$ cat src/rtl/mem_port_arbiter.sv
// Round-robin arbiter sharing one memory port between instruction fetch and data access.
// Runs the mem_req/mem_ack handshake with a timeout and rejects misaligned addresses locally.
module mem_port_arbiter #(
  parameter int unsigned TIMEOUT    = 255,
  parameter bit          DATA_FIRST = 1'b1
) (
  input  logic        clk,
  input  logic        reset,
  input  logic        i_req,
  input  logic [31:0] i_addr,
  output logic        i_ack,
  output logic [31:0] i_rdata,
  output logic        i_err,
  input  logic        d_req,
  input  logic        d_we,
  input  logic [3:0]  d_be,
  input  logic [31:0] d_addr,
  input  logic [31:0] d_wdata,
  output logic        d_ack,
  output logic [31:0] d_rdata,
  output logic        d_err,
  output logic        mem_req,
  output logic        mem_we,
  output logic [3:0]  mem_be,
  output logic [31:0] mem_addr,
  output logic [31:0] mem_wdata,
  input  logic        mem_ack,
  input  logic [31:0] mem_rdata,
  output logic        grant_d
);

  localparam int unsigned   CW   = $clog2(TIMEOUT + 1);
  localparam logic [CW-1:0] LAST = CW'(TIMEOUT - 1);

  typedef enum logic [1:0] {IDLE, WAIT, RESP} state_t;

  state_t        state, state_nx;
  logic [CW-1:0] cnt;
  logic          rr_last_d;
  logic          pick_d, misaligned, timed_out, fin, fin_err;
  logic [31:0]   sel_addr, fin_data;

  always_ff @(posedge clk or negedge reset) begin
    if (!reset) state <= IDLE;
    else        state <= state_nx;
  end

  always_comb begin
    state_nx = state;
    case (state)
      IDLE:    if (i_req || d_req) state_nx = misaligned ? RESP : WAIT;
      WAIT:    if (fin) state_nx = RESP;
      RESP:    state_nx = IDLE;
      default: state_nx = IDLE;
    endcase
  end

  // Data wins when it is the only requester or when fetch owned the last grant.
  always_comb begin
    pick_d     = d_req && (!i_req || !rr_last_d);
    sel_addr   = pick_d ? d_addr : i_addr;
    misaligned = (sel_addr[1:0] != 2'b00);
    timed_out  = (cnt == LAST);
    fin        = (state == WAIT) && (mem_ack || timed_out);
    fin_err    = !mem_ack;
    fin_data   = (mem_ack && !mem_we) ? mem_rdata : '0;
  end

  always_ff @(posedge clk or negedge reset) begin
    if (!reset) begin
      i_ack     <= 1'b0;
      i_err     <= 1'b0;
      i_rdata   <= '0;
      d_ack     <= 1'b0;
      d_err     <= 1'b0;
      d_rdata   <= '0;
      mem_req   <= 1'b0;
      mem_we    <= 1'b0;
      mem_be    <= '0;
      mem_addr  <= '0;
      mem_wdata <= '0;
      grant_d   <= 1'b0;
      rr_last_d <= ~DATA_FIRST;
      cnt       <= '0;
    end else begin
      i_ack   <= 1'b0;
      i_err   <= 1'b0;
      i_rdata <= '0;
      d_ack   <= 1'b0;
      d_err   <= 1'b0;
      d_rdata <= '0;
      case (state)
        IDLE: if (i_req || d_req) begin
          grant_d   <= pick_d;
          rr_last_d <= pick_d;
          mem_we    <= pick_d && d_we;
          mem_be    <= pick_d ? d_be : 4'hF;
          mem_addr  <= sel_addr;
          mem_wdata <= pick_d ? d_wdata : '0;
          cnt       <= '0;
          if (misaligned) begin
            i_ack <= !pick_d;
            i_err <= !pick_d;
            d_ack <= pick_d;
            d_err <= pick_d;
          end else begin
            mem_req <= 1'b1;
          end
        end
        WAIT: if (fin) begin
          mem_req <= 1'b0;
          i_ack   <= !grant_d;
          i_err   <= !grant_d && fin_err;
          i_rdata <= grant_d ? '0 : fin_data;
          d_ack   <= grant_d;
          d_err   <= grant_d && fin_err;
          d_rdata <= grant_d ? fin_data : '0;
        end else begin
          cnt <= cnt + 1'b1;
        end
        default: ;
      endcase
    end
  end

endmodule

$ cat config.mk
export PLATFORM = sky130hd
export DESIGN_NAME = mem_port_arbiter
export DESIGN_NICKNAME = d
export VERILOG_FILES = /design/src/rtl/mem_port_arbiter.sv
export SDC_FILE = /design/constraint.sdc
export NUM_CORES = 1
export LEC_CHECK = 0
export ABC_AREA = 1
export CAP_MARGIN = 5
export CORE_MARGIN = 8
export CORE_UTILIZATION = 40
export CTS_CLUSTER_DIAMETER = 60
export CTS_CLUSTER_SIZE = 12
export DETAILED_ROUTE_END_ITERATION = 16
export GPL_TIMING_DRIVEN = 1
export PLACE_DENSITY = 0.76
export SYNTH_ARGS = -nofsm -noshare
export SYNTH_HDL_FRONTEND = slang
export SYNTH_SLANG_ARGS = --single-unit
$ cat constraint.sdc
create_clock -name clk -period 2.05 [get_ports clk]
set_input_delay 0.205 -clock clk [delete_from_list [all_inputs] [get_ports clk]]
set_output_delay 0.205 -clock clk [all_outputs]
set_load 0.01 [all_outputs]
## Yosys cells after proc, flatten, opt, wreduce, memory -nomap -nowiden

Cells that the tools add are included.

- Bits in registers: 149
- Output and inout bits: 139

- Add/subtract/negate cells: 1
- Eq/ne operators: 6
- Mux-type cells: 33
- Reduce and logical (&&, ||, !) cells: 21

Operator list:

| operator | number |
|---|---|
| $mux W32 | 9 |
| $mux W8 | 2 |
| $pmux W8 S2 | 1 |
| $mux W1 | 11 |
| $pmux W1 S2 | 5 |
| $add A8 B1 Y8 const B | 1 |
| $eq A8 B8 Y1 const B | 1 |
| $ne A2 B2 Y1 const B | 4 |
| $logic_and A1 B1 Y1 | 6 |
| $mux W2 | 3 |
| $logic_not A1 Y1 | 5 |
| $mux W4 | 1 |
| $pmux W2 S2 | 1 |
| $reduce_and A2 Y1 | 2 |
| $reduce_and A4 Y1 | 1 |
| $reduce_bool A2 Y1 | 2 |
| $logic_or A1 B1 Y1 | 3 |
| $reduce_and A3 Y1 | 1 |
| $eq A2 B1 Y1 const B | 1 |
| $logic_not A2 Y1 | 1 |

## Logic depth before layout (Yosys ltp)

- Word-level depth: 8
- Depth in mapped cells: 11

## Worst setup path after synthesis

OpenSTA, ideal clock, no wires.

- Path kind: flip-flop to flip-flop
- From: register grant_d (netlist name)
- To: register mem_wdata[1]
- Setup time: 0.121 ns
- Arrival time: 1.205 ns
- Slack: 0.724 ns
- Cell stages (with the launch flop): 9
- Clock period less this slack: 1.326 ns
- Cells stage by stage: dfrtp_1 > buf_6 > nand2_2 > nand2_2 > inv_2 > nand2_4 > inv_4 > buf_4 > a22o_1

RTL lines:

| item | line | source |
|---|---|---|
| to (signal assigned) | 99 | `mem_wdata <= pick_d ? d_wdata : '0;` |
| to (decl) | 26 | `output logic [31:0] mem_wdata,` |

## Worst setup path after layout

- From: register grant_d
- To: output port grant_d

RTL lines:

| item | line | source |
|---|---|---|
| from (decl) | 29 | `output logic grant_d` |
| from (signal assigned) | 94 | `grant_d <= pick_d;` |

No word-level cell between the ends.

==> results.md <==
- Flop pwr share: 35.3%
- Synthesis-to-layout area growth: 61.7%
- Core area: 14,400 µm²
- Achievable frequency: 594 MHz
- Tcrit/Tclk final: between 80 and 90%
- Largest net degree at the start of global routing: 55
- Slowest CP cell: clkdlybuf4s50_1
- ANT cells: 0
- Root Driver: clkbuf_16
- Skew-Pair Late Insertion Delay: 0.41 ns
- Data arrival, critical path: 1.48 ns
- Non-Filler Instances: between 1,000 and 1,500
- R2r endpoint: d_err
- # DRC: 0
- First DRT Iteration DRCs: 223
- I/O Buffers: 276
- Gr usage total: 19.6%
- Fin. max-slew vios: 0
- CTS sink cnt: between 100 and 150
- Row count: 44
- WL/cell: 18.0 µm
- Initial core utilization: 40.4%
- Syn_nets: 679
- Total vias in the final route: just under 5,000
- Final #Nets: between 900 and 1,000
- Leakage: 4.16 nW
- Yosys reg bits: 149
- Post-Place Cells: 977
- Register area: about 3700 µm²
- Commonest non-fill, non-tap cell in the layout: clkdlybuf4s50_1
- Final Hold Viols: 0
- Crit. End Element: output port
- Post-CTS setup buffer count: 0
- Period minus WS final: 1.68 ns
- Final WS setup: 0.366 ns
- Syn Inst Count: between 500 and 600
- Area leader, netlist: dfrtp_1
- Crit path max fanout: 6
- Clock slew at reported path FFs: 0.06 ns
- CP delay by family, top: buffers and inverters
- R2R cell count: 8
- Routed wire length: roughly 18,000 µm
- Sw Share: between 30% and 40%
- Layout cells sized above 1: 8.72%
- Yosys cell types: 29
- Critical Path Source Type: register
- Status: complete, no violations
- Commonest cells after routing, fill and taps aside: clkdlybuf4s50_1, dfrtp_1, nand2_1
- Filler instances: around 1,100
- Sequential share of the synthesized area: between 60% and 70%
- Horiz. Die Dim: between 100 and 150 µm
- Reg2reg start: cnt[0]
- Post-synth top area share: between 60 and 70%
- Worst Path Required: around 1.9 ns
- Logic pwr share: 36.3%
- Sw Pwr: 3.88 mW
- Fin Setup TNS: 0 ns
- # H-tree levels: 4
- Clock power share: 28.3%
- Worst slew pin tran: 0.477 ns
- CP Cell Sequence: buf_4 > clkdlybuf4s50_1
- RSZ-0062 raised after global routing: no
- Crit path largest cell delay: 0.55 ns
- Mean Syn Cell Area: 10.8 µm²
- Area of the multi-input gates: 1810 µm²
- DRT Pass-1 Iters: 4
- Internal power: 7.92 mW
- Die height: 137 µm
- Worst Clk Skew: 0.00797 ns
- Die area: 18,600 µm²
- Vias per cell: 4.89
- Area of the mapped netlist: about 5800 µm²
- CP Buf/Inv Count: 2
- Total congestion overflow: 0
- GPL Wtd Cong: 0.804
- Worst slack, placed: roughly 0.29 ns
- Worst vdd ir: between 0.0007 and 0.0008 V
- Num CTS Buffers: 17
- Crit path kind: register to output port
- Yosys warns: 0
- I/O pin total: ~280
- Remaining antenna violation count: 0
- Vias in the first global route: 5,330
- TritonCTS clock tree: done
- Min-Delay Path Class: input port to asynchronous set/reset pin
- Internal reg-to-reg setup slack: just under 0.4 ns
- Max_slew headroom: 68.2%
- First-pass GRT wire length: 28,300 µm
- Synth area leaders: dfrtp_1, nand2_1, nand3_1
- Pwr per Cell Area: 1260 nW/µm²
- Max capacitance violation total: 0
- DP Wirelength: ~14,000 µm
- Initial antenna violation count: 0
- Final setup viols: 0
- Clock Path Buffers: 2
-- cell usage after synthesis (all sizes together) --
| master | n |
|---|---|
| o22a | 4 |
| ha | 2 |
| nor2 | 45 |
| a22oi | 1 |
| buf | 26 |
| a22o | 33 |
| clkbuf | 6 |
| o21bai | 1 |
| dfrtp | 149 |
| nand3b | 3 |
| inv | 15 |
| nand2 | 139 |
| xor2 | 2 |
| nor3 | 32 |
| nand3 | 69 |
| o21ai | 11 |
| xnor2 | 1 |
-- per-layer routing --
metal / wire length [µm] / GRT usage (%)
met1: 6920 / 22.3
met2: 8820 / 32.0
met3: 2050 / 8.63
met5: 0 / 0
met4: 410 / 7.08
-- state kept, by name, indices dropped and copies added (netlist names) --
register / flops
i_err: 1
grant_d: 1
mem_addr: 32
d_rdata: 32
d_ack: 1
mem_wdata: 32
i_rdata: 32
i_ack: 1
mem_req: 1
mem_be: 4
cnt: 8
state: 2
d_err: 1
mem_we: 1
-- layout make-up --
type	count	area share (%)
well taps	184	2.45
clock buffers	17	4.53
flip-flops and latches	149	39.7
inverters	15	0.679
multi-input cells	343	19.2
repair buffers	287	31.1
clock inverters	15	2.33
-- cell families (layout without fill, tap and decap cells) --
kind of cell	Yosys count	in the layout	synth area share, %
AND/OR/NAND/NOR	288	288	23.2
flip-flops	149	149	64.2
AO/OA/AOI/OAI	50	50	6.98
buffers and inverters	47	334	4.80
XOR/XNOR	3	3	0.452
adder cells (fa/ha/maj)	2	2	0.431
-- timing repair --
| item | in CTS | in global routing |
|---|---|---|
| setup endpoints to repair | 0 | 0 |
| hold buffers | 1 | 0 |
| endpoints found under the hold margin | 52 | 0 |
| gates resized for setup | 0 | 0 |
-- power groups by stage --
stage               sequential [mW]  combinational, mW  clock [mW]
floorplan                      4.47               1.65           0
global placement               4.18               4.24           0
detailed placement             4.19               4.34           0
CTS                            4.17               4.36        3.40
global route                   4.26               4.65        3.57
finish                         4.17               4.29        3.34
-- metrics by stage --
| stage | power [mW] | utilization [%] | cell area (µm²) | hold WS, ns |
|---|---|---|---|---|
| after global routing | 12.5 | 65.4 | 9400 | 0.335 |
| after CTS | 11.9 | 65.4 | 9400 | 0.309 |
| after floorplan | 6.12 | - | 5810 | -0.0906 |
| after detailed placement | 8.53 | 60.8 | 8740 | 0.177 |
| after global placement | 8.42 | 60.8 | 8740 | 0.171 |
| final | 11.8 | 65.4 | 9400 | 0.307 |
-- how the worst max path moves through the flow --
stage | from | end | slack [ns] | depth (start not counted)
2_1_floorplan | grant_d | mem_wdata[1] | 0.72 | 8
3_3_place_gp | d_req | mem_wdata[9] | 0.34 | 4
3_5_place_dp | d_req | mem_addr[25] | 0.29 | 5
4_1_cts | grant_d | grant_d | 0.34 | 2
5_1_grt | cnt[0] | d_err | 0.22 | 8
6_report | grant_d | grant_d | 0.37 | 2
-- worst register-to-register path, cell delays in order (launching register included) --
cell	delay [ns]
dfrtp_1	0.42
inv_1	0.08
ha_1	0.13
nand2_1	0.05
nor2_1	0.11
nand2_2	0.08
nand2_2	0.11
nand3_4	0.32
o21ai_0	0.28
Power figures use the tool's default switching activity.
